### config.mk
export PLATFORM = sky130hd
export DESIGN_NAME = seq_detect_arbiter
export DESIGN_NICKNAME = d
export VERILOG_FILES = /design/src/rtl/seq_arb_pkg.sv /design/src/rtl/seq_detect_arbiter_rr_pick.sv /design/src/rtl/seq_detect_arbiter.sv
export SDC_FILE = /design/constraint.sdc
export NUM_CORES = 1
export LEC_CHECK = 0
export CORE_MARGIN = 5
export CORE_UTILIZATION = 30
export CTS_CLUSTER_SIZE = 30
export DETAILED_ROUTE_END_ITERATION = 12
export PLACE_DENSITY = 0.54
export REMOVE_ABC_BUFFERS = 1
export SETUP_SLACK_MARGIN = 0.2
export SKIP_LAST_GASP = 1
export SYNTH_ARGS = -nofsm -noshare
export SYNTH_HDL_FRONTEND = slang
export SYNTH_SLANG_ARGS = --single-unit
### constraint.sdc
create_clock -name i_clk -period 2.5 [get_ports i_clk]
set_input_delay 0.5 -clock i_clk [delete_from_list [all_inputs] [get_ports i_clk]]
set_output_delay 0.5 -clock i_clk [all_outputs]
set_load 0.01 [all_outputs]
### src/rtl/seq_arb_pkg.sv
// Shared types and helpers for the round-robin sequence-detector arbiter.
package seq_arb_pkg;

  typedef enum logic [2:0] {
    IDLE   = 3'd0,
    ARB    = 3'd1,
    CLR    = 3'd2,
    STREAM = 3'd3,
    DONE   = 3'd4
  } state_t;

  // Index width for n items; never below one bit
  function automatic int unsigned idx_w(input int unsigned n);
    return (n <= 32'd1) ? 32'd1 : 32'($clog2(n));
  endfunction

endpackage

### src/rtl/seq_detect_arbiter_rr_pick.sv
// Combinational round-robin picker: first requester at or after i_ptr, with wrap.
module rr_pick
  import seq_arb_pkg::*;
#(
  parameter  int unsigned NCH = 4,
  localparam int unsigned IW  = idx_w(NCH)
) (
  input  logic [NCH-1:0] i_req,
  input  logic [IW-1:0]  i_ptr,
  output logic [NCH-1:0] o_gnt,
  output logic [IW-1:0]  o_idx,
  output logic           o_vld
);

  logic [NCH-1:0] w_rot;
  logic [IW-1:0]  w_off;
  logic [IW:0]    w_sum;

  // Rotate so the pointer channel lands at bit 0
  assign w_rot = NCH'({i_req, i_req} >> i_ptr);

  always_comb begin
    w_off = '0;
    o_vld = 1'b0;
    for (int k = NCH - 1; k >= 0; k--) begin
      if (w_rot[k]) begin
        w_off = IW'(k);
        o_vld = 1'b1;
      end
    end
  end

  assign w_sum = {1'b0, i_ptr} + {1'b0, w_off};
  assign o_idx = (w_sum >= (IW+1)'(NCH)) ? IW'(w_sum - (IW+1)'(NCH)) : IW'(w_sum);
  assign o_gnt = NCH'(1) << o_idx;

endmodule

### src/rtl/seq_detect_arbiter.sv
// Time-shares one external Mealy sequence detector among NCH serial requesters.
// Optional stall timeout enabled by defining SEQ_ARB_TIMEOUT_EN.
module seq_detect_arbiter
  import seq_arb_pkg::*;
#(
  parameter  int unsigned NCH       = 4,
  parameter  int unsigned FRAME_LEN = 16,
  parameter  int unsigned CNT_W     = 8,
  parameter  int unsigned TIMEOUT   = 64,
  localparam int unsigned IW        = idx_w(NCH)
) (
  input  logic             i_clk,
  input  logic             i_rst_n,
  input  logic [NCH-1:0]   i_req,
  input  logic [NCH-1:0]   i_bit_vld,
  input  logic [NCH-1:0]   i_bit_in,
  output logic [NCH-1:0]   o_bit_rdy,
  output logic [NCH-1:0]   o_gnt,
  output logic             o_det_clr,
  output logic             o_det_en,
  output logic             o_det_din,
  input  logic             i_det_hit,
  output logic             o_busy,
  output logic             o_done,
  output logic [IW-1:0]    o_done_ch,
  output logic [CNT_W-1:0] o_match_cnt,
  output logic             o_aborted
);

  localparam int unsigned BC_W = idx_w(FRAME_LEN);

  state_t           r_state, w_state_nxt;
  logic [IW-1:0]    r_ptr, r_g;
  logic [NCH-1:0]   r_g_oh;
  logic [BC_W-1:0]  r_bitcnt;
  logic [CNT_W-1:0] r_cnt, w_cnt_nxt;
  logic [IW-1:0]    r_done_ch;
  logic [CNT_W-1:0] r_match_cnt;
  logic             r_aborted;

  logic [NCH-1:0]   w_pick_gnt;
  logic [IW-1:0]    w_pick_idx;
  logic             w_pick_vld;
  logic             w_accept, w_last, w_drop, w_tmo, w_end;

  rr_pick #(.NCH(NCH)) u_pick (
    .i_req (i_req),
    .i_ptr (r_ptr),
    .o_gnt (w_pick_gnt),
    .o_idx (w_pick_idx),
    .o_vld (w_pick_vld)
  );

  assign w_accept  = (r_state == STREAM) && (|(i_bit_vld & r_g_oh));
  assign w_drop    = (r_state == STREAM) && !(|(i_req & r_g_oh));
  assign w_last    = w_accept && (r_bitcnt == BC_W'(FRAME_LEN - 1));
  assign w_end     = w_last || w_drop || w_tmo;
  assign w_cnt_nxt = (w_accept && i_det_hit && (r_cnt != {CNT_W{1'b1}}))
                     ? r_cnt + CNT_W'(1) : r_cnt;

`ifdef SEQ_ARB_TIMEOUT_EN
  localparam int unsigned SW = idx_w(TIMEOUT + 1);
  logic [SW-1:0] r_stall;

  // Counts consecutive STREAM cycles without an accepted bit
  always_ff @(posedge i_clk or negedge i_rst_n) begin
    if (!i_rst_n) begin
      r_stall <= '0;
    end else if ((r_state != STREAM) || w_accept) begin
      r_stall <= '0;
    end else begin
      r_stall <= r_stall + SW'(1);
    end
  end

  assign w_tmo = (r_state == STREAM) && !w_accept && (r_stall == SW'(TIMEOUT - 1));
`else
  assign w_tmo = 1'b0;
`endif

  always_ff @(posedge i_clk or negedge i_rst_n) begin
    if (!i_rst_n) begin
      r_state <= IDLE;
    end else begin
      r_state <= w_state_nxt;
    end
  end

  always_comb begin
    w_state_nxt = r_state;
    case (r_state)
      IDLE:    if (|i_req) w_state_nxt = ARB;
      ARB:     w_state_nxt = w_pick_vld ? CLR : IDLE;
      CLR:     w_state_nxt = STREAM;
      STREAM:  if (w_end) w_state_nxt = DONE;
      DONE:    w_state_nxt = IDLE;
      default: w_state_nxt = IDLE;
    endcase
  end

  always_comb begin
    o_gnt     = '0;
    o_bit_rdy = '0;
    o_det_clr = 1'b0;
    o_det_en  = 1'b0;
    o_det_din = 1'b0;
    o_busy    = 1'b1;
    o_done    = 1'b0;
    case (r_state)
      IDLE: o_busy = 1'b0;
      ARB:  ;
      CLR: begin
        o_gnt     = r_g_oh;
        o_det_clr = 1'b1;
      end
      STREAM: begin
        o_gnt     = r_g_oh;
        o_bit_rdy = r_g_oh;
        o_det_en  = w_accept;
        o_det_din = |(i_bit_in & r_g_oh);
      end
      DONE: begin
        o_gnt  = r_g_oh;
        o_done = 1'b1;
      end
      default: o_busy = 1'b0;
    endcase
  end

  // Session datapath: grant latch, bit/hit counters, result capture, RR pointer
  always_ff @(posedge i_clk or negedge i_rst_n) begin
    if (!i_rst_n) begin
      r_ptr       <= '0;
      r_g         <= '0;
      r_g_oh      <= '0;
      r_bitcnt    <= '0;
      r_cnt       <= '0;
      r_done_ch   <= '0;
      r_match_cnt <= '0;
      r_aborted   <= 1'b0;
    end else begin
      if ((r_state == ARB) && w_pick_vld) begin
        r_g    <= w_pick_idx;
        r_g_oh <= w_pick_gnt;
      end
      if (r_state == CLR) begin
        r_bitcnt <= '0;
        r_cnt    <= '0;
      end else if (w_accept) begin
        r_bitcnt <= r_bitcnt + BC_W'(1);
        r_cnt    <= w_cnt_nxt;
      end
      // Results include the hit of the final accepted bit
      if ((r_state == STREAM) && w_end) begin
        r_done_ch   <= r_g;
        r_match_cnt <= w_cnt_nxt;
        r_aborted   <= w_drop || w_tmo;
      end
      if (r_state == DONE) begin
        r_ptr <= (r_g == IW'(NCH - 1)) ? '0 : r_g + IW'(1);
      end
    end
  end

  assign o_done_ch   = r_done_ch;
  assign o_match_cnt = r_match_cnt;
  assign o_aborted   = r_aborted;

endmodule

==> impl.org <==
** Status
- Run status :: complete, no violations

** Global routing
- The number of antenna violations at the first check in global routing was 0.
- Entering global routing, the biggest net connects 35 pins.
- The via count of the first global-routing pass came to 1,797.
- The first global-routing pass estimated 9140 um of wire.
- For this run, the total global-route usage over all layers was measured as 0.130.
- After global routing the overflow that remains totals 0.

** Synth
- After synthesis, the share of flip-flops with an asynchronous set or reset is 1.00.
- Mean Syn Cell Area :: 8.93 um^2
- Yosys mapped the design onto 52 distinct sky130hd cell types.
- The share of the Yosys chip area taken by registers is 0.399.
- Area of the mapped netlist :: 2130 um^2
- Primary flip-flop cell chosen by synthesis mapping :: sky130_fd_sc_hd__dfrtp_1
- For this run, the number of Yosys warnings is 0.
- Synthesis inferred 34 register bits.
- Number of flops mapped to enable cells by yosys :: 0
- Syn Inst Count :: 239

** Place
- In this run the tool buffered the top-level ports with 38 buffer cells.
- Post-placement setup slack :: -33.0 ps
- Final HPWL DP :: 4160 um
- Inst Count DP :: 377
- At the end of routability-driven placement, the weighted congestion stood at 0.824.

** Floorplan
- The initial utilization of the core area, before any placement, comes to 0.311.
- For this design the top-level I/O count stands at 39.
- Vert. Die Dim :: 94.4 um
- Width of the chip :: 94.4 um
- The die covers 8900 um^2.
- Core area :: 6870 um^2
- Row generation in the floorplan step produced 30 rows.

** Worst setup path
- Crit-path slowest cell :: sky130_fd_sc_hd__clkdlybuf4s50_1
- Data on the critical path arrives at its endpoint at 1750 ps.
- CP cell instances :: clkdlybuf4s50_1, a22oi_1, a21oi_1, clkdlybuf4s50_1
- STA classifies the critical path endpoint as an output pin.
- Most repeated library cell on the critical path :: sky130_fd_sc_hd__clkdlybuf4s50_1
- Dominant delay contributor by cell family on the critical path :: buffers and inverters
- Length in cells of the worst reg-to-reg path :: 10
- Along the worst path, the maximum fanout reaches 1.
- Stages on the worst setup path :: 4
- CP Buf/Inv Count :: 2
- Sort of element at the start of the critical path :: input port
- Required time of the critical path :: 2000 ps
- Kind of critical path :: input port to output pin
- For this run, the slowest stage of the critical path takes 550 ps.

** Power
- Overall power :: 2.92 mW
- VDD sags by at most 340 uV.
- Power per unit of standard cell area :: 1030 nW/um^2
- In this run the static leakage power is 1.24 nW.

** Clocking
- The longest clock path from root to sink contains 2 buffers.
- The clock net in this run drives a total of 34 sinks.
- The later pin in the worst-skew pair is clocked with a latency of 280 ps.
- Clock transition time at the flip-flop clock pins of the worst setup and hold paths :: 70 ps
- Clock buffers created by TritonCTS :: 5
- CTS HTree Levels :: 2
- The cell sitting at the root of the clock tree is a sky130_fd_sc_hd__clkbuf_8.
- In this run, post-CTS hold repair placed 0 buffers.
- TritonCTS built the clock tree.

** STA
- The final-report max-slew violation count is 0.
- Number of setup violations in the final report :: 0
- Worst setup margin :: 252 ps
- Clock skew on the completed layout was measured at 4.13 ps.
- Final critical-path share of the clock period :: 0.899
- Transition time of the tightest slew-check pin :: 491 ps
- Derived from the worst setup path, the maximum achievable clock frequency is 0.445 GHz.
- The final count of hold timing violations was 0.
- Measured against its own limit, the worst slew margin works out to 0.671.
- After routing, the total negative slack on setup checks comes to 0 ps.
- Min Hold Slack :: 498 ps
- Setup repair after global routing could not meet its margin everywhere.
- Period minus WS final :: 2250 ps

** Job
- Across the run, the number of max-cap violations was 0.

** Route
- First-pass iteration count of the detailed router :: 4
- Routed vias/inst :: 5.03
- Total wire length :: 5550 um
- The count of nets left with antenna violations once routing finished came out at 0.
- Across all layers, the routed design uses 1,946 vias.
- Routed WL per cell :: 14.3 um
- In the routed design, unresolved DRC markers number 0.
- The first routing iteration left 101 violations.

** Finish
- Area growth from synthesis to final layout :: 32.8%
- The count of cells in the finished layout, fillers not included, comes to 387.
- Fill cells in the final layout number 692.
- Nets :: 309
- In the final layout, the share of cells above drive strength 1 is 0.155.
- Antenna diode count :: 0

** Hold path
- The tightest min-delay check is of the flip-flop to flip-flop type.
- The worst hold path was traced through 2 stages.
## cells by family (layout without fill, tap and decap cells)
| group | after synthesis | in the layout | share of synthesized area |
|---|---|---|---|
| and+or+nand+nor | 105 | 105 | 0.254 |
| AOI/OAI and AO/OA | 61 | 61 | 0.205 |
| DFF | 34 | 34 | 0.399 |
| buffers and inverters | 21 | 73 | 0.0533 |
| muxes | 8 | 8 | 0.0404 |
| xor gates and xnor gates | 6 | 6 | 0.0246 |
| adders and majority gates | 4 | 4 | 0.0234 |
## placed cells by master (no fill, tap or decap), drive strengths merged, types with 3 or more instances in the layout
master         count
dfrtp             34
clkdlybuf4s50     33
nand2             30
buf               19
nor2              15
o21ai             14
nor3              10
a22oi              8
nand4              8
o211ai             8
and2               7
a31oi              7
clkbuf             7
nor2b              6
inv                6
nand3              6
a21oi              5
and3               5
mux2               5
dlymetal6s2s       5
o31ai              5
or3                4
xnor2              4
ha                 4
nor3b              3
mux2i              3
## area by class of cell
| type | count | area, um^2 | area share |
|---|---|---|---|
| Clock inverter | 1 | 5.00 | 0.00177 |
| Multi-Input combinational cell | 184 | 1200 | 0.423 |
| Inverter | 7 | 26.3 | 0.00927 |
| Tap cell | 96 | 120 | 0.0424 |
| Sequential cell | 34 | 853 | 0.301 |
| Clock buffer | 7 | 86.3 | 0.0305 |
| Timing Repair Buffer | 58 | 546 | 0.192 |
## worst paths after layout
kind / startpoint / to / slack [ps]
worst min-delay path: o_aborted$_DFFE_PN0P_ / o_aborted$_DFFE_PN0P_ / 500
worst max register to register: r_ptr[0]$_DFFE_PN0P_ / r_g_oh[1]$_DFFE_PN0P_ / 550
worst min register to register: o_aborted$_DFFE_PN0P_ / o_aborted$_DFFE_PN0P_ / 500
min in group asynchronous: i_rst_n / r_bitcnt[0]$_DFFE_PN0P_ / 620
max in group asynchronous: i_rst_n / r_state[2]$_DFFE_PN0P_ / 1540
worst max-delay path: i_bit_in[0] / o_det_din / 250
## stage by stage
step / util / area, um^2
2_1_floorplan: - / 2050
3_3_place_gp: 0.391 / 2680
3_5_place_dp: 0.391 / 2680
4_1_cts: 0.406 / 2790
5_1_grt: 0.413 / 2830
6_report: 0.413 / 2830
## flip-flops by register name (all words and copies together) (netlist names)
name,flops
r_ptr,2
r_cnt,8
r_bitcnt,4
r_g_oh,4
r_g,2
o_match_cnt,8
o_aborted,1
r_state,3
o_done_ch,2
## report_power, final
group | internal [mW] | switching, mW | leakage (nW)
logic | 0.793 | 0.763 | 0.755
registers | 0.738 | 0.209 | 0.433
clock network | 0.222 | 0.194 | 0.0482
## timing repair
| action | in CTS | in global routing |
|---|---|---|
| gates resized for setup | 4 | 11 |
| setup buffers | 1 | 1 |
| pin swaps | 0 | 2 |
| endpoints found under the setup margin | 9 | 16 |
## Yosys cell counts, types with 2 or more instances
cell / n / share of area
sky130_fd_sc_hd__dfrtp_1: 34 / 0.40
sky130_fd_sc_hd__nand2_1: 30 / 0.053
sky130_fd_sc_hd__nor2_1: 15 / 0.026
sky130_fd_sc_hd__o21ai_0: 11 / 0.026
sky130_fd_sc_hd__nor3_1: 10 / 0.023
sky130_fd_sc_hd__a22oi_1: 8 / 0.028
sky130_fd_sc_hd__clkbuf_1: 8 / 0.014
sky130_fd_sc_hd__nand4_1: 8 / 0.023
sky130_fd_sc_hd__o211ai_1: 8 / 0.028
sky130_fd_sc_hd__a31oi_1: 7 / 0.021
sky130_fd_sc_hd__and2_1: 7 / 0.021
sky130_fd_sc_hd__inv_1: 6 / 0.011
sky130_fd_sc_hd__nand3_1: 6 / 0.014
sky130_fd_sc_hd__nor2b_1: 6 / 0.018
sky130_fd_sc_hd__a21oi_1: 5 / 0.012
sky130_fd_sc_hd__and3_1: 5 / 0.015
sky130_fd_sc_hd__mux2_2: 5 / 0.026
sky130_fd_sc_hd__o31ai_1: 5 / 0.018
sky130_fd_sc_hd__buf_6: 4 / 0.021
sky130_fd_sc_hd__ha_1: 4 / 0.023
sky130_fd_sc_hd__or3_1: 4 / 0.012
sky130_fd_sc_hd__xnor2_1: 4 / 0.016
sky130_fd_sc_hd__mux2i_1: 3 / 0.014
sky130_fd_sc_hd__nor3b_1: 3 / 0.011
sky130_fd_sc_hd__a22o_2: 2 / 0.0094
sky130_fd_sc_hd__nand3b_1: 2 / 0.0070
sky130_fd_sc_hd__o21ai_2: 2 / 0.0082
sky130_fd_sc_hd__o221ai_1: 2 / 0.0082
sky130_fd_sc_hd__xor2_1: 2 / 0.0082
## tightest hold or removal path, cell delays in order (launching register included)
cell	delay [ps]
sky130_fd_sc_hd__dfrtp_1	360
sky130_fd_sc_hd__nand2_1	50
sky130_fd_sc_hd__nand2_1	50
## routing by layer
| layer | vias to the layer above | wire, um | GRT usage |
|---|---|---|---|
| met5 | - | 0 | 0 |
| met4 | 0 | 80 | 0.0421 |
| met2 | 48 | 2270 | 0.183 |
| met1 | 910 | 2910 | 0.196 |
| li1 | 980 | - | - |
| met3 | 8 | 276 | 0.0295 |
(Power assumes the default switching activity.)
